`config.mk`:
```
export PLATFORM = sky130hd
export DESIGN_NAME = fixed_bias_add_join
export DESIGN_NICKNAME = d
export VERILOG_FILES = /design/src/rtl/fixed_bias_add_join.sv
export SDC_FILE = /design/constraint.sdc
export NUM_CORES = 1
export LEC_CHECK = 0
export BUFFER_PORTS_ARGS = -buffer_cell sky130_fd_sc_hd__clkbuf_2
export CAP_MARGIN = 20
export CORE_UTILIZATION = 50
export CTS_CLUSTER_SIZE = 12
export DETAILED_ROUTE_END_ITERATION = 16
export PLACE_DENSITY = 0.85
export SLEW_MARGIN = 20
export SYNTH_ARGS = -nofsm -noshare
export SYNTH_HDL_FRONTEND = slang
export SYNTH_SLANG_ARGS = --single-unit
```
`constraint.sdc`:
```
create_clock -name clk -period 2.25 [get_ports clk]
set_input_delay 0.1125 -clock clk [delete_from_list [all_inputs] [get_ports clk]]
set_output_delay 0.1125 -clock clk [all_outputs]
set_load 0.1 [all_outputs]
```
`src/rtl/fixed_bias_add_join.sv`:
```
// Joins an accumulator stream with a bias stream and adds each bias lane after aligning it to the data fraction.
// The signed sum saturates to the output width and is held in a 2-entry skid buffer.
module fixed_bias_add_join #(
  parameter int DATA_IN_PRECISION_0  = 32,
  parameter int DATA_IN_PRECISION_1  = 16,
  parameter int BIAS_PRECISION_0     = 16,
  parameter int BIAS_PRECISION_1     = 3,
  parameter int DATA_OUT_PRECISION_0 = 32,
  parameter int PARALLELISM_DIM_0    = 1,
  parameter int PARALLELISM_DIM_1    = 1
) (
  input  logic                            clk,
  input  logic                            rst,
  input  logic [DATA_IN_PRECISION_0-1:0]  data_in  [PARALLELISM_DIM_0*PARALLELISM_DIM_1-1:0],
  input  logic                            data_in_valid,
  output logic                            data_in_ready,
  input  logic [BIAS_PRECISION_0-1:0]     bias     [PARALLELISM_DIM_0*PARALLELISM_DIM_1-1:0],
  input  logic                            bias_valid,
  output logic                            bias_ready,
  output logic [DATA_OUT_PRECISION_0-1:0] data_out [PARALLELISM_DIM_0*PARALLELISM_DIM_1-1:0],
  output logic                            data_out_valid,
  input  logic                            data_out_ready
);

  localparam int N         = PARALLELISM_DIM_0 * PARALLELISM_DIM_1;
  localparam int DO_W      = DATA_OUT_PRECISION_0;
  localparam int SHIFT     = DATA_IN_PRECISION_1 - BIAS_PRECISION_1;
  localparam int BIAS_AL_W = BIAS_PRECISION_0 + SHIFT;
  localparam int SUM_WIDTH = ((DATA_IN_PRECISION_0 > BIAS_AL_W) ? DATA_IN_PRECISION_0 : BIAS_AL_W) + 1;
  // Comparison width always exceeds both the sum and the output so the bounds fit with headroom.
  localparam int CMP_W     = ((SUM_WIDTH > DO_W) ? SUM_WIDTH : DO_W) + 1;

  localparam logic signed [CMP_W-1:0] OUT_MAX = {{(CMP_W-DO_W+1){1'b0}}, {(DO_W-1){1'b1}}};
  localparam logic signed [CMP_W-1:0] OUT_MIN = {{(CMP_W-DO_W+1){1'b1}}, {(DO_W-1){1'b0}}};

  if (BIAS_PRECISION_1 > DATA_IN_PRECISION_1) begin : g_param_check
    $error("BIAS_PRECISION_1 must not exceed DATA_IN_PRECISION_1");
  end

  logic [DO_W-1:0] lane_res [N-1:0];

  for (genvar g = 0; g < N; g++) begin : g_lane
    logic signed [SUM_WIDTH-1:0] d_ext;
    logic signed [SUM_WIDTH-1:0] b_ext;
    logic signed [SUM_WIDTH-1:0] sum;
    logic signed [CMP_W-1:0]     sum_w;

    assign d_ext = SUM_WIDTH'($signed(data_in[g]));
    assign b_ext = SUM_WIDTH'($signed(bias[g])) <<< SHIFT;
    assign sum   = d_ext + b_ext;
    assign sum_w = CMP_W'(sum);

    assign lane_res[g] = (sum_w > OUT_MAX) ? OUT_MAX[DO_W-1:0] :
                         (sum_w < OUT_MIN) ? OUT_MIN[DO_W-1:0] :
                                             sum_w[DO_W-1:0];
  end

  logic [1:0]      occ_q, occ_d;
  logic [DO_W-1:0] head_q [N-1:0];
  logic [DO_W-1:0] head_d [N-1:0];
  logic [DO_W-1:0] tail_q [N-1:0];
  logic [DO_W-1:0] tail_d [N-1:0];
  logic            space;
  logic            fire;
  logic            pop;

  // Readies depend only on registered occupancy and the opposite valid, never on data_out_ready.
  assign space          = (occ_q != 2'd2);
  assign data_in_ready  = ~rst & bias_valid & space;
  assign bias_ready     = ~rst & data_in_valid & space;
  assign fire           = ~rst & data_in_valid & bias_valid & space;
  assign data_out_valid = (occ_q != 2'd0);
  assign pop            = data_out_valid & data_out_ready;
  assign data_out       = head_q;

  always_comb begin
    occ_d  = occ_q;
    head_d = head_q;
    tail_d = tail_q;
    if (fire && !pop) begin
      if (occ_q == 2'd0) head_d = lane_res;
      else               tail_d = lane_res;
      occ_d = occ_q + 2'd1;
    end else if (!fire && pop) begin
      head_d = tail_q;
      occ_d  = occ_q - 2'd1;
    end else if (fire && pop) begin
      if (occ_q == 2'd1) begin
        head_d = lane_res;
      end else begin
        head_d = tail_q;
        tail_d = lane_res;
      end
    end
  end

  always_ff @(posedge clk or posedge rst) begin
    if (rst) begin
      occ_q  <= 2'd0;
      head_q <= '{default: '0};
      tail_q <= '{default: '0};
    end else begin
      occ_q  <= occ_d;
      head_q <= head_d;
      tail_q <= tail_d;
    end
  end

endmodule

```
After elaboration in Yosys (flattened, before gate mapping)
Cells that the tools add are included.
{"block": "word_totals", "reg_bits": 66, "latch_bits": 0, "ram_bits": 0, "n_memories": 0, "output_inout_bits": 35, "rom_bits": 0, "input_bits": 53}
{"block": "classes", "shifts": 0, "mul": 0, "addsub": 3, "n_lt_le_gt_ge": 2, "div": 0, "reduce_logical": 12, "mux": 14, "eq_ne": 6, "bitwise": 8}
{"operator": "two-way mux 32 bit", "count": 12}
{"operator": "adder 32 x 29 -> 33 bit", "count": 1}
{"operator": "> comparator 33 x 32 -> 1 bit, second input constant", "count": 1}
{"operator": "< comparator 33 x 32 -> 1 bit, second input constant", "count": 1}
{"operator": "inequality test 2 bit, second input constant", "count": 4}
{"operator": "AND 1 bit", "count": 7}
{"operator": "nonzero test 2 bit", "count": 3}
{"operator": "two-way mux 2 bit", "count": 2}
{"operator": "AND reduction 4 bit", "count": 1}
{"operator": "logical AND 1 bit", "count": 3}
{"operator": "nonzero test 3 bit", "count": 1}
{"operator": "adder 2 x 1 -> 2 bit, second input constant", "count": 1}
{"operator": "equality test 2 x 1 -> 1 bit, second input constant", "count": 1}
{"operator": "zero test 1 bit", "count": 2}
{"operator": "zero test 2 bit", "count": 1}
{"operator": "inequality test 2 x 1 -> 1 bit, second input constant", "count": 1}
{"operator": "AND reduction 2 bit", "count": 1}
{"operator": "subtractor 2 x 1 -> 2 bit, second input constant", "count": 1}
{"operator": "inverter 1 bit", "count": 1}

Depth between registers and ports, before layout
{"block": "logic_depth", "ltp_word": 8, "mapped_depth": 13, "depth_no_buf": 11}

Worst setup path before layout
Ideal clock, no wire load.
{"block": "synth_path", "path_type": "flip-flop to flip-flop", "start": "register occ_q[0]", "end": "register tail_q[10] (netlist bit)", "setup_slack_ns": -1.005, "synth_period_minus_slack_ns": 3.255, "required_time_ns": 2.125, "n_path_buf": 1, "path_stages_with_launch": 12, "t_arrival_ns": 3.130, "path_cell_list": "dfrtp_1 -> inv_1 -> ha_1 -> nor2_1 -> and2_1 -> nand2_1 -> inv_1 -> ha_1 -> mux2i_1 -> and3_1 -> clkbuf_1 -> mux2_2"}
{"block": "synth_between", "elab_chain_len": 6, "elab_cells_between_ends": 17, "cone_classes": "eq/ne (5); mux (1); bitwise (2); reduce/logical (9)"}
{"item": "from (decl)", "line": "58", "source": "logic [1:0] occ_q, occ_d;"}
{"item": "from (signal assigned)", "line": "99", "source": "occ_q <= 2'd0;"}
{"item": "from (signal assigned)", "line": "103", "source": "occ_q <= occ_d;"}
{"item": "inequality test 2 bit or nonzero test 2 bit (tied branches)", "line": "68, 72"}
{"item": "AND 1 bit (on tied branches)", "line": "71, 73"}
{"item": "zero test 1 bit (on tied branches)", "line": "84, 80"}
{"item": "logical AND 1 bit (on tied branches)", "line": "84, 80"}
{"item": "inequality test 2 bit (no source line) or nonzero test 2 bit (tied branches)"}
{"item": "AND reduction 4 bit (no source line)"}
{"item": "to (signal assigned)", "line": "105", "source": "tail_q <= tail_d;"}
{"item": "to (decl)", "line": "61", "source": "logic [DO_W-1:0] tail_q [N-1:0];"}
Several ways; a longest one is shown, not always the timed one.
A chain may end at the register's enable or synchronous reset.

Worst setup path after layout
{"block": "layout_path", "start": "input data_in[13] (netlist bit)", "end": "register tail_q[7] (netlist bit)"}
{"block": "layout_between", "elab_chain_len": 8, "elab_cells_between_ends": 10, "cone_classes": "add/sub (1); order compare (2); mux (7)"}
{"item": "from (decl)", "line": "14", "source": "input logic [DATA_IN_PRECISION_0-1:0] data_in [PARALLELISM_DIM_0*PARALLELISM_DIM_1-1:0],"}
{"item": "adder 32 x 29 -> 33 bit (*)", "line": "50", "source": "assign sum = d_ext + b_ext;"}
{"item": "< comparator 33 x 32 -> 1 bit", "line": "54", "source": "(sum_w < OUT_MIN) ? OUT_MIN[DO_W-1:0] :"}
{"item": "two-way mux 32 bit", "line": "54"}
{"item": "two-way mux 32 bit (*)", "line": "53", "source": "assign lane_res[g] = (sum_w > OUT_MAX) ? OUT_MAX[DO_W-1:0] :"}
{"item": "two-way mux 32 bit", "line": "88", "source": "if (occ_q == 2'd1) begin"}
{"item": "two-way mux 32 bit", "line": "87", "source": "end else if (fire && pop) begin"}
{"item": "two-way mux 32 bit", "line": "84", "source": "end else if (!fire && pop) begin"}
{"item": "two-way mux 32 bit (*)", "line": "80", "source": "if (fire && !pop) begin"}
Every way passes the cells marked *; elsewhere a longest branch is shown, timed or not. The select of a mux whose other input is x is not followed.

==> summary.txt <==
Drt drc: 0
CP Launch Type: primary input
Syn Area/Cell: 8.78 µm²
TritonCTS Buffers: 9
Nets: 721
Antenna violations before repair: 0
Area grow syn2layout: 64.2%
Clock root cell: clkbuf_8
Buffers added on ports: 87
Overall power: 10.0 mW
DRT Wirelength: 16700 µm
Status: finished, violations left
Later-pin clock latency in the skew report: 0.37 ns
H-tree Lvls: 3
TritonCTS clock tree: done
Fin. max-slew vios: 0
Delay-heaviest family, CP: compound AO/OA/AOI/OAI gates
Top post-synthesis cells by area: dfrtp_1, ha_1, a21oi_1, nand2_1, nor2_1
Cells after Synth: 459
Number of synthesized register bits: 66
Die footprint: 8420 µm²
Vias in the first global route: 4263
Syn nets: 537
Initial DRT Pass Iterations: 7
CTS Buffer Depth: 2
Die X: 91.8 µm
ANT nets after route: 0
Post-synth EDFFs: 0
Chip height: 91.8 µm
Slowest cell on the critical path: a311o_1
Crit end category: flop
Core Util, Final: 85.2%
Async set-reset flop share out of synthesis: 100%
Setup violations, final: 60
First-pass GRT wire length: 19700 µm
Grt ovf: 0
DP Cell Count: 698
Worst endpoint required time: 2.53 ns
Tightest Pin Transition: 0.688 ns
Number of antenna diodes: 0
Setup WS post-layout: -0.184 ns
Cell taking the most area after synthesis: dfrtp_1
Max Fanout on Critical Path: 10
Leak: 2.98 nW
Tmin final: 2.43 ns
Top Ports: 88
Crit path DAT: 2.71 ns
Initial Util: 51.9%
# rows: 32
Vias: 4785
Unrepaired setup endpoints after global routing: yes
Wire length per cell: 22.3 µm
Synthesized cell area: 4030 µm²
Sink Count: 66
Power per Cell Area: 1510 nW/µm²
Worst Hold Class: primary input to flop
Relative slew slack: 53.5%
Setup CP Type: primary input to flop
Setup slack at placement: -0.685 ns
Max Freq: 0.411 GHz
Clock slew at reported path FFs: 0.08 ns
Synth Warn #: 0
Max Cap Viol: 0
Prevailing post-synth register cell: dfrtp_1
Fraction of layout cells with a size suffix above 1: 50.3%
Synth cell count leaders: dfrtp_1, nand2_1, a21oi_1
Pin count of the biggest net entering global routing: 42
Distinct cells, synth: 47
Failing checks: negative setup slack
Crit-path cells: buf_8 > ha_4 > inv_2 > fa_2 > nor2b_4 > o211ai_2 > a31oi_2 > a311o_1 > buf_4 > o311ai_4 > a2bb2oi_4 > buf_12 > buf_6 > buf_12 > nand2_1 > a21oi_1
Clock Skews: 0.00933 ns
Count of final hold-check violations: 0
Core footprint: 7770 µm²
Avg Vias per Cell: 6.38
Tcrit/Tclk final: 108%
VDD IR-drop max: 846 µV
Post-DP HPWL: 8130 µm
Cell area after layout: 6620 µm²
CP dominant cell by count: buf_12
Post-synthesis sequential area ratio: 41.0%
Post-place instance area: 5320 µm²
Fillers: 370
Total GRT Usage: 29.9%
Top cell type's share of synthesized area: 41.0%
Buf/Inv on CP: 6
Iter 0 DRT Violations: 385
Final cell count without fillers: 750
Max stage delay on crit path: 0.40 ns
Final Wtd Congestion: 0.827
Most frequent cell after synthesis: dfrtp_1
-- worst register-to-register path, cell delays in order, from the launching register on --
cell and delay [ns]:
dfrtp_1 0.39, inv_2 0.05, ha_2 0.18, nor2_2 0.12, and2_4 0.19, nand2_4 0.06, buf_4 0.14, ha_1 0.21
inv_2 0.10, a21oi_4 0.09, buf_4 0.19, nor3_4 0.31, buf_12 0.19, a21oi_1 0.08
-- per-stage QoR --
| step | hold WS (ns) | setup TNS [ns] |
|---|---|---|
| detailed placement | 0.200 | -32.84 |
| finish | 0.0172 | -7.15 |
| CTS | 0.00107 | -0.725 |
| global route | 0.0218 | -11.70 |
| floorplan | 0.241 | -9.69 |
| global placement | 0.188 | -26.74 |
-- path summary, 6_finish.rpt --
| kind | startpoint | slack (ns) | cells past startpoint | end |
|---|---|---|---|---|
| max | data_in[13] | -0.18 | 16 | tail_q[7] |
| min | data_in[3] | 0.02 | 3 | tail_q[3] |
| max reg2reg | occ_q[0] | -0.18 | 13 | data_out[23] |
| min reg2reg | data_out[11] | 0.50 | 2 | data_out[11] |
| max in group asynchronous | rst | 1.22 | 4 | data_out[3] |
| min in group asynchronous | rst | 0.38 | 3 | data_out[28] |
-- cells in the final DEF (no fill, tap or decap), types with 8 or more instances in the layout --
cell,instances
clkbuf_2,85
buf_4,73
dfrtp_1,66
nor2_1,46
nand2_1,44
a21oi_1,24
a21oi_2,23
o21ai_0,22
or3_1,15
ha_1,15
buf_12,13
o31ai_4,11
clkbuf_8,10
buf_6,10
o21ai_1,9
xor2_1,8
ha_4,8
-- power breakdown --
part	internal, mW	total, mW	switching (mW)
Combinational	1.95	6.42	4.47
Sequential	1.78	2.20	0.417
Clock	0.878	1.39	0.514
Total	4.61	10.0	5.40
-- cells by family (layout without fill, tap and decap cells) --
family | after synthesis | count (layout) | share of synthesized area [%]
xor gates and xnor gates | 17 | 17 | 3.70
AOI/OAI and AO/OA | 142 | 142 | 22.3
buffers and inverters | 36 | 223 | 3.76
muxes | 9 | 9 | 2.45
and+or+nand+nor | 164 | 166 | 18.8
DFF | 66 | 66 | 41.0
adders and majority gates | 25 | 25 | 7.95
-- cell type report --
cell class | instances | area [µm²] | share of cell area (%)
inverter | 13 | 55.1 | 0.832
clock inverter | 5 | 125 | 1.89
multi-input combinational | 359 | 2960 | 44.7
clock buffer | 11 | 141 | 2.14
timing repair buffer | 194 | 1560 | 23.5
tap | 102 | 128 | 1.93
sequential | 66 | 1650 | 25.0
-- sequential cells by signal, indices dropped and copies added (netlist names) --
| signal | cells |
|---|---|
| occ_q | 2 |
| data_out | 32 |
| tail_q | 32 |
-- per-layer routing --
metal,track usage (%),vias to the layer above,wire [µm]
li1,-,2016,-
met1,33.1,2277,5740
met2,54.9,379,8270
met3,5.31,113,1530
met4,14.8,0,1200
met5,0,-,0
-- timing repair --
| item | 4_1_cts | 5_1_grt |
|---|---|---|
| gates cloned | 0 | 8 |
| hold buffers | 5 | 0 |
| pin swaps | 7 | 23 |
| resized for setup | 36 | 96 |
| hold endpoints to repair | 29 | 0 |
| buffers inserted | 8 | 19 |
| endpoints found under the setup margin | 59 | 62 |
Power figures use the tool's default switching activity.
